[src/rtl/quiz_arbiter.sv]
// Quiz-show buzzer arbiter: four buzzers, rotating-priority lock-in, answer
// timer, per-player saturating scores.
// Optional build macro FOUL_PENALTY_EN: a buzzer press while the round is not
// armed (IDLE or HOLD) costs that player one point (saturating at 0).
module quiz_arbiter #(
    parameter int unsigned ANSWER_TICKS = 10,
    parameter int unsigned SCORE_MAX    = 99
) (
    input  logic       clkout,
    input  logic       rst_n,
    input  logic [3:0] btn,
    input  logic       host_start,
    input  logic       host_correct,
    input  logic       host_wrong,
    input  logic       host_clear,
    output logic [1:0] player,
    output logic [7:0] score,
    output logic       locked,
    output logic       timeout,
    output logic [1:0] state
);

    localparam int unsigned TW = (ANSWER_TICKS > 1) ? $clog2(ANSWER_TICKS) : 1;
    localparam logic [TW-1:0] TLOAD = TW'(ANSWER_TICKS - 1);
    localparam logic [7:0]    SMAX  = 8'(SCORE_MAX);

    typedef enum logic [1:0] {
        IDLE   = 2'd0,
        ARMED  = 2'd1,
        ANSWER = 2'd2,
        HOLD   = 2'd3
    } state_t;

    state_t        st;
    logic [TW-1:0] timer;
    logic [3:0]    btn_q;
    logic          primed;
    logic [1:0]    last_winner;
    logic [7:0]    scores [4];
    logic [3:0]    ev_c;
    logic [1:0]    win_c;

    assign state = st;

    // Rising-edge detect; masked until btn_q holds a real sample after reset.
    assign ev_c = btn & ~btn_q & {4{primed}};

    // Rotating priority: first event found searching upward from last_winner+1.
    always_comb begin
        win_c = last_winner;
        for (int k = 3; k >= 0; k--) begin
            if (ev_c[2'(last_winner + 2'(k + 1))]) begin
                win_c = 2'(last_winner + 2'(k + 1));
            end
        end
    end

    // Round FSM, timer, score storage and registered display outputs.
    always_ff @(posedge clkout or negedge rst_n) begin
        if (!rst_n) begin
            st          <= IDLE;
            player      <= 2'd0;
            score       <= 8'd0;
            locked      <= 1'b0;
            timeout     <= 1'b0;
            timer       <= '0;
            btn_q       <= 4'd0;
            primed      <= 1'b0;
            last_winner <= 2'd3;
            for (int i = 0; i < 4; i++) begin
                scores[i] <= 8'd0;
            end
        end else begin
            btn_q   <= btn;
            primed  <= 1'b1;
            timeout <= 1'b0;
            score   <= scores[player];
            if (host_clear) begin
                for (int i = 0; i < 4; i++) begin
                    scores[i] <= 8'd0;
                end
                player <= 2'd0;
                score  <= 8'd0;
                st     <= IDLE;
                timer  <= '0;
                locked <= 1'b0;
            end else begin
                case (st)
                    IDLE, HOLD: begin
                        if (host_start) begin
                            st <= ARMED;
`ifdef FOUL_PENALTY_EN
                        end else begin
                            for (int i = 0; i < 4; i++) begin
                                if (ev_c[i] && scores[i] != 8'd0) begin
                                    scores[i] <= scores[i] - 8'd1;
                                end
                            end
`endif
                        end
                    end
                    ARMED: begin
                        if (|ev_c) begin
                            st          <= ANSWER;
                            player      <= win_c;
                            last_winner <= win_c;
                            timer       <= TLOAD;
                            locked      <= 1'b1;
                        end
                    end
                    ANSWER: begin
                        if (host_correct) begin
                            if (scores[player] < SMAX) begin
                                scores[player] <= scores[player] + 8'd1;
                            end
                            st     <= HOLD;
                            locked <= 1'b0;
                        end else if (host_wrong) begin
                            if (scores[player] != 8'd0) begin
                                scores[player] <= scores[player] - 8'd1;
                            end
                            st     <= HOLD;
                            locked <= 1'b0;
                        end else if (timer == '0) begin
                            timeout <= 1'b1;
                            st      <= HOLD;
                            locked  <= 1'b0;
                        end else begin
                            timer <= timer - TW'(1);
                        end
                    end
                    default: st <= IDLE;
                endcase
            end
        end
    end

endmodule
[config.mk]
export PLATFORM = sky130hd
export DESIGN_NAME = quiz_arbiter
export DESIGN_NICKNAME = d
export VERILOG_FILES = /design/src/rtl/quiz_arbiter.sv
export SDC_FILE = /design/constraint.sdc
export NUM_CORES = 1
export LEC_CHECK = 0
export ABC_AREA = 1
export CELL_PAD_IN_SITES_DETAIL_PLACEMENT = 1
export CELL_PAD_IN_SITES_GLOBAL_PLACEMENT = 1
export CORE_MARGIN = 2
export CORE_UTILIZATION = 43
export CTS_CLUSTER_SIZE = 40
export DETAILED_ROUTE_END_ITERATION = 7
export PLACE_DENSITY = 0.77
export SETUP_SLACK_MARGIN = 0.02
export SLEW_MARGIN = 20
export SYNTH_ARGS = -nofsm -noshare
export SYNTH_HDL_FRONTEND = slang
export SYNTH_SLANG_ARGS = --single-unit
[constraint.sdc]
create_clock -name clkout -period 2.2 [get_ports clkout]
set_input_delay 0.33 -clock clkout [delete_from_list [all_inputs] [get_ports clkout]]
set_output_delay 0.33 -clock clkout [all_outputs]
set_load 0.02 [all_outputs]
======== Word-level counts from Yosys, hierarchy flattened ========
Cells that the tools add are included.
storage, ports and cells
  register bits ........................... 57
  word-level logic and storage cells ...... 108
  input port bits ......................... 10
  output and inout bits ................... 14
cells by class
  order comparisons ....................... 6
  reductions and logical operators ........ 18
  add/sub/neg operators ................... 6
  bitwise operators ....................... 5
  equality and inequality tests ........... 10
  mux-type cells .......................... 50
operator list
  kind                                                 number
  two-way mux 32 bit                                   6
  bitwise mux 32 bit                                   2
  two-way mux 8 bit                                    4
  two-way mux 2 bit                                    12
  two-way mux 4 bit                                    5
  binary-select mux 8 bit (select 2 bit)               1
  demux 8 bit (select 2 bit)                           1
  != test 3 bit (second input constant)                5
  two-way mux 1 bit                                    13
  < comparator 2 x 3 -> 1 bit (second input constant)  3
  AND reduction 3 bit                                  3
  nonzero test 3 bit                                   3
  adder 8 x 1 -> 8 bit (second input constant)         1
  bitwise AND 4 bit                                    2
  < comparator 8 x 7 -> 1 bit (second input constant)  1
  one-hot mux 4 bit (2 select lines)                   1
  nonzero test 8 bit                                   1
  subtractor 8 x 1 -> 8 bit (second input constant)    1
  binary-select mux 1 bit (select 2 bit)               3
  one-hot mux 2 bit (3 select lines)                   1
  nonzero test 2 bit                                   3
  != test 5 bit (second input constant)                1
  AND reduction 5 bit                                  1
  adder 2 bit (second input constant)                  2
  other kinds (18)                                     19

======== Logic depth before layout (Yosys ltp) ========
  word-level depth ........................ 11
  gate-level depth with buffers ........... 15
  gate-level depth less buffers ........... 14

======== Worst setup path after synthesis ========
No wires, ideal clock.
  path type ............................... reg2reg
  start point ............................. register player[0]
  end point ............................... register scores[7] (netlist bit)
  cell stages (with the launch flop) ...... 16
  buffers on the path ..................... 2
  clock period less this slack ............ 2,074 ps
  library setup time ...................... 118 ps
  required time ........................... 2,082 ps
  data arrival time ....................... 1,956 ps
  slack ................................... 126 ps
  cell sequence ........................... dfrtp_1 -> buf_6 -> buf_4 -> nand3_1 -> nand2_1 -> inv_1 -> nand2_1 -> ha_1 -> nor2_1 -> nand2_1 -> nand2_1 -> nand2_1 -> nand2_1 -> nand3_2 -> nand2_1 -> nand2_1
on the way
  longest elaborated chain between the ends .. 11
  elaborated cells on any way between the ends .. 24
  classes of those cells .................. add/sub (2); order compare (3); eq/ne (1); mux (13); bitwise (1); reduce/logical (4)
RTL lines
  element                                                                              line      source
  start, declared                                                                      16        output logic [1:0] player,
  start signal, assigned                                                               105       player <= win_c;
  inverter 2 -> 3 bit (not written as such) *                                          --
  binary-select mux 8 bit (select 2 bit), or another cell as far along                 --
  two-way mux 8 bit (not written as such) / logical AND 1 bit (equally long branches)  --
  two-way mux 8 bit, on equally long branches                                          --
  subtractor 8 x 1 -> 8 bit / demux 8 bit (select 2 bit) (equally long branches)       120, 114
  bitwise mux 32 bit                                                                   120       scores[player] <= scores[player] - 8'd1;
  two-way mux 32 bit                                                                   119       if (scores[player] != 8'd0) begin
  two-way mux 32 bit                                                                   118       end else if (host_wrong) begin
  two-way mux 32 bit                                                                   112       if (host_correct) begin
  two-way mux 32 bit                                                                   88        case (st)
  two-way mux 32 bit                                                                   78        if (host_clear) begin
  end signal, assigned by index                                                        114       scores[player] <= scores[player] + 8'd1;
  end signal, assigned by index                                                        120
  end, declared                                                                        39        logic [7:0] scores [4];
Mark *: on every way between the ends. The rest lies on a longest branch, timed or not. The select of a mux whose other input is x is not followed.
A chain may end at the register's enable or synchronous reset.

======== Worst setup path after layout ========
  start point ............................. register player[0]
  end point ............................... register scores[30] (netlist bit)
Same word-level chain as after synthesis.

==> impl_metrics.py <==
metrics = {
    "status": {
        "status": "complete, but fails checks",
        "violations": "negative setup slack",
    },
    "clock_tree": {
        "path_clk_slew_ns": 0.07,
        "cts_tree": "built",
        "clk_path_buf_depth": 2,
        "clock-sinks": 57,
        "cts-root-buf": "clkbuf_8",
        "clock_latency_ns": 0.34,
        "cts_buffers": 9,
        "htreeDepth": 3,
    },
    "worst_hold_path": {
        "whs_path_depth": 1,
        "hp-class": "input port to flip-flop",
    },
    "logic_synthesis": {
        "synth-xor-area-share_pct": 0.7833,
        "synth_top_family_by_area": "simple AND/OR/NAND/NOR gates",
        "synthArstFlopShare_pct": 100.0,
        "synth_cell_types": 30,
        "synth_simple_gate_area_share_pct": 43.64,
        "synthAdderAreaFrac_pct": 2.238,
        "synth_area_per_cell_sq_um": 7.168,
        "syn_inst": 468,
        "synth-compound-area-share_pct": 4.289,
        "synth_warnings": 0,
        "netlist_area_sq_um": 3354,
        "synth.yosys.seq_area_share_pct": 42.60,
        "synthMuxAreaShare_pct": 0,
        "synth_edf_count": 0,
        "ys_ff_latch": 57,
        "syn_nets": 484,
        "ys.flop_type": "dfrtp_1",
    },
    "timing": {
        "hold_violations": 0,
        "fin_ws_ns": -0.007901,
        "fmax_ghz": 0.4529,
        "fin_skew_ns": 0.01101,
        "fin_crit_sh_pct": 100.4,
        "drv_slew": 0,
        "final-setup-viol-count": 1,
        "rsz0062_at_grt": "yes",
        "worst_pin_slew_ns": 0.6243,
        "period_minus_slack_ns": 2.208,
        "slew_headroom_pct": 58.23,
    },
    "worst_setup_path": {
        "reg2reg_depth": 15,
        "crit_type": "flip-flop to flip-flop",
        "required_ns": 2.48,
        "end_kind": "flip-flop",
        "start_kind": "flip-flop",
        "cp_max_fo": 8,
        "worstPathArrival_ns": 2.48,
    },
    "final_layout": {
        "layoutNonFillerInstCount": 637,
        "area_growth_pct": 31.15,
        "diodes": 0,
        "final_design_area_no_fill_sq_um": 4399,
        "drive_gt1_share_pct": 26.54,
        "final_nets": 546,
    },
    "route": {
        "drtIter0Drc": 139,
        "drc": 0,
        "dr.pass1.iters": 4,
        "num_vias": 3333,
        "ant_nets": 0,
        "routed_wl_mm": 10.56,
        "viasPerCell": 5.232,
        "wl_per_cell_um": 16.57,
    },
    "global_route": {
        "track_usage_pct": 25.03,
        "grt_first_pass_wirelength_mm": 16.75,
        "overflow": 0,
        "grt_pass1_vias": 3374,
        "antenna_found_initial": 0,
        "grt_max_degree": 39,
    },
    "pwr": {
        "power.density_nw_per_um2": 1200,
        "vdd.ir_drop.worst_mv": 0.5114,
        "leakagePower_uw": 0.002237,
    },
    "die": {
        "rows": 32,
        "core_area_sq_um": 7647,
        "die_area_sq_um": 8524,
        "die_w_um": 92.33,
        "start_util_pct": 43.86,
        "die_height_um": 92.33,
        "ios": 24,
    },
    "placement": {
        "dpl-instance-area_sq_um": 3857,
        "dp_hpwl_mm": 7.302,
        "gp_congestion": 0.8170,
        "numPortBuffers": 23,
        "place_inst": 611,
    },
    "flow_run": {
        "drv_cap": 0,
    },
}
-- worst max-delay path, cell delays in order (launching register included) --
cell     delay, ns
dfrtp_2       0.49
buf_6         0.16
nand3_2       0.07
nand2_2       0.06
buf_6         0.12
nor2_4        0.16
ha_4          0.15
nand3_2       0.08
nor2_2        0.15
nand3_2       0.13
nand2_2       0.11
nor2_4        0.05
buf_6         0.13
nand3_4       0.15
nand2_2       0.08
nand2_2       0.06
-- state kept, by name (all words and copies together) (netlist names) --
name and cells:
timeout 1, player 2, timer 4, scores 32, btn_q 4, score 8
primed 1, locked 1, state 2, last_winner 2
-- layout make-up --
| class | instances | area [sq um] |
|---|---|---|
| clock buffers | 12 | 145.1 |
| inverters | 28 | 107.6 |
| flip-flops and latches | 57 | 1431 |
| clock inverters | 4 | 20.02 |
| multi-input cells | 371 | 1964 |
| well taps | 102 | 127.6 |
| fillers | 984 | 3248 |
| repair buffers | 63 | 603.1 |
-- per-stage QoR --
stage,hold WS [ns],power (uW),util (%),TNS [ns],setup WS [ns]
after detailed placement,0.3313,3900,50.44,-6.099,-0.2085
after CTS,0.4472,4879,53.52,-0.01082,-0.005728
after global routing,0.4492,5664,57.53,-2.764,-0.1220
after global placement,0.3229,3816,50.44,-3.367,-0.1505
after floorplan,0.03441,3016,-,0,0.1257
final,0.4524,5281,57.53,-0.007901,-0.007901
-- path summary, 6_finish.rpt --
kind / endpoint / from / slack, ns
setup / recovery: scores[30] / player[0] / -0.008
hold / removal: btn_q[0] / btn[0] / 0.45
setup reg to reg: scores[30] / player[0] / -0.008
hold reg to reg: scores[24] / scores[24] / 0.50
max in group asynchronous: last_winner[1] / rst_n / 1.09
min in group asynchronous: timer[2] / rst_n / 0.49
-- cells in the final DEF, fill, tap and decap left out, types with 5 or more instances in the layout --
cell type        instances
nand2_1                152
nand3_1                 69
dfrtp_1                 53
nand2_2                 49
nor2_1                  33
buf_4                   26
clkdlybuf4s50_1         22
inv_1                   21
o21ai_0                 12
clkbuf_8                10
buf_6                   10
nor2_2                   8
nor2_4                   7
nand3_2                  5
nand3_4                  5
-- cell usage after synthesis (3+ instances only) --
master	number	share of area [%]
inv_1	23	2.6
buf_6	6	2.0
nand2_2	3	0.56
nor2_1	38	4.3
ha_1	6	2.2
nand3_1	71	11
o31ai_1	4	0.90
nand2_1	201	22
nor2_2	5	0.93
o21ai_0	15	2.2
buf_4	3	0.67
clkinv_1	3	0.34
nor2_4	4	1.3
dfrtp_1	55	41
nand3_2	8	2.4
-- cells by family after synthesis --
group / Yosys count
flops: 57
fa+ha+maj: 6
simple gates: 336
other cells: 1
compound gates: 24
xor+xnor: 3
buf+inv: 41
-- report_power, final --
part / switching [uW] / internal, uW
Combinational: 1810 / 1100
Sequential: 225 / 1280
Clock: 428 / 432
Total: 2460 / 2820
-- repair_timing --
| item | in CTS | in global routing |
|---|---|---|
| endpoints found under the hold margin | 19 | 0 |
| resized for setup | 2 | 90 |
| setup buffers | 3 | 6 |
| hold buffers | 1 | 0 |
| endpoints found under the setup margin | 32 | 32 |
| pin swaps | 2 | 39 |
| gates cloned | 1 | 0 |
-- layer usage --
layer / vias to the layer above / GRT usage [%] / wire length (um) / share of wire [%]
met5: - / 0 / 0 / 0
met4: 0 / 7.960 / 201 / 1.9
met3: 14 / 3.662 / 435 / 4.1
met2: 66 / 39.84 / 5063 / 48
met1: 1626 / 35.29 / 4858 / 46
li1: 1627 / - / - / -
Power figures use the tool's default switching activity.
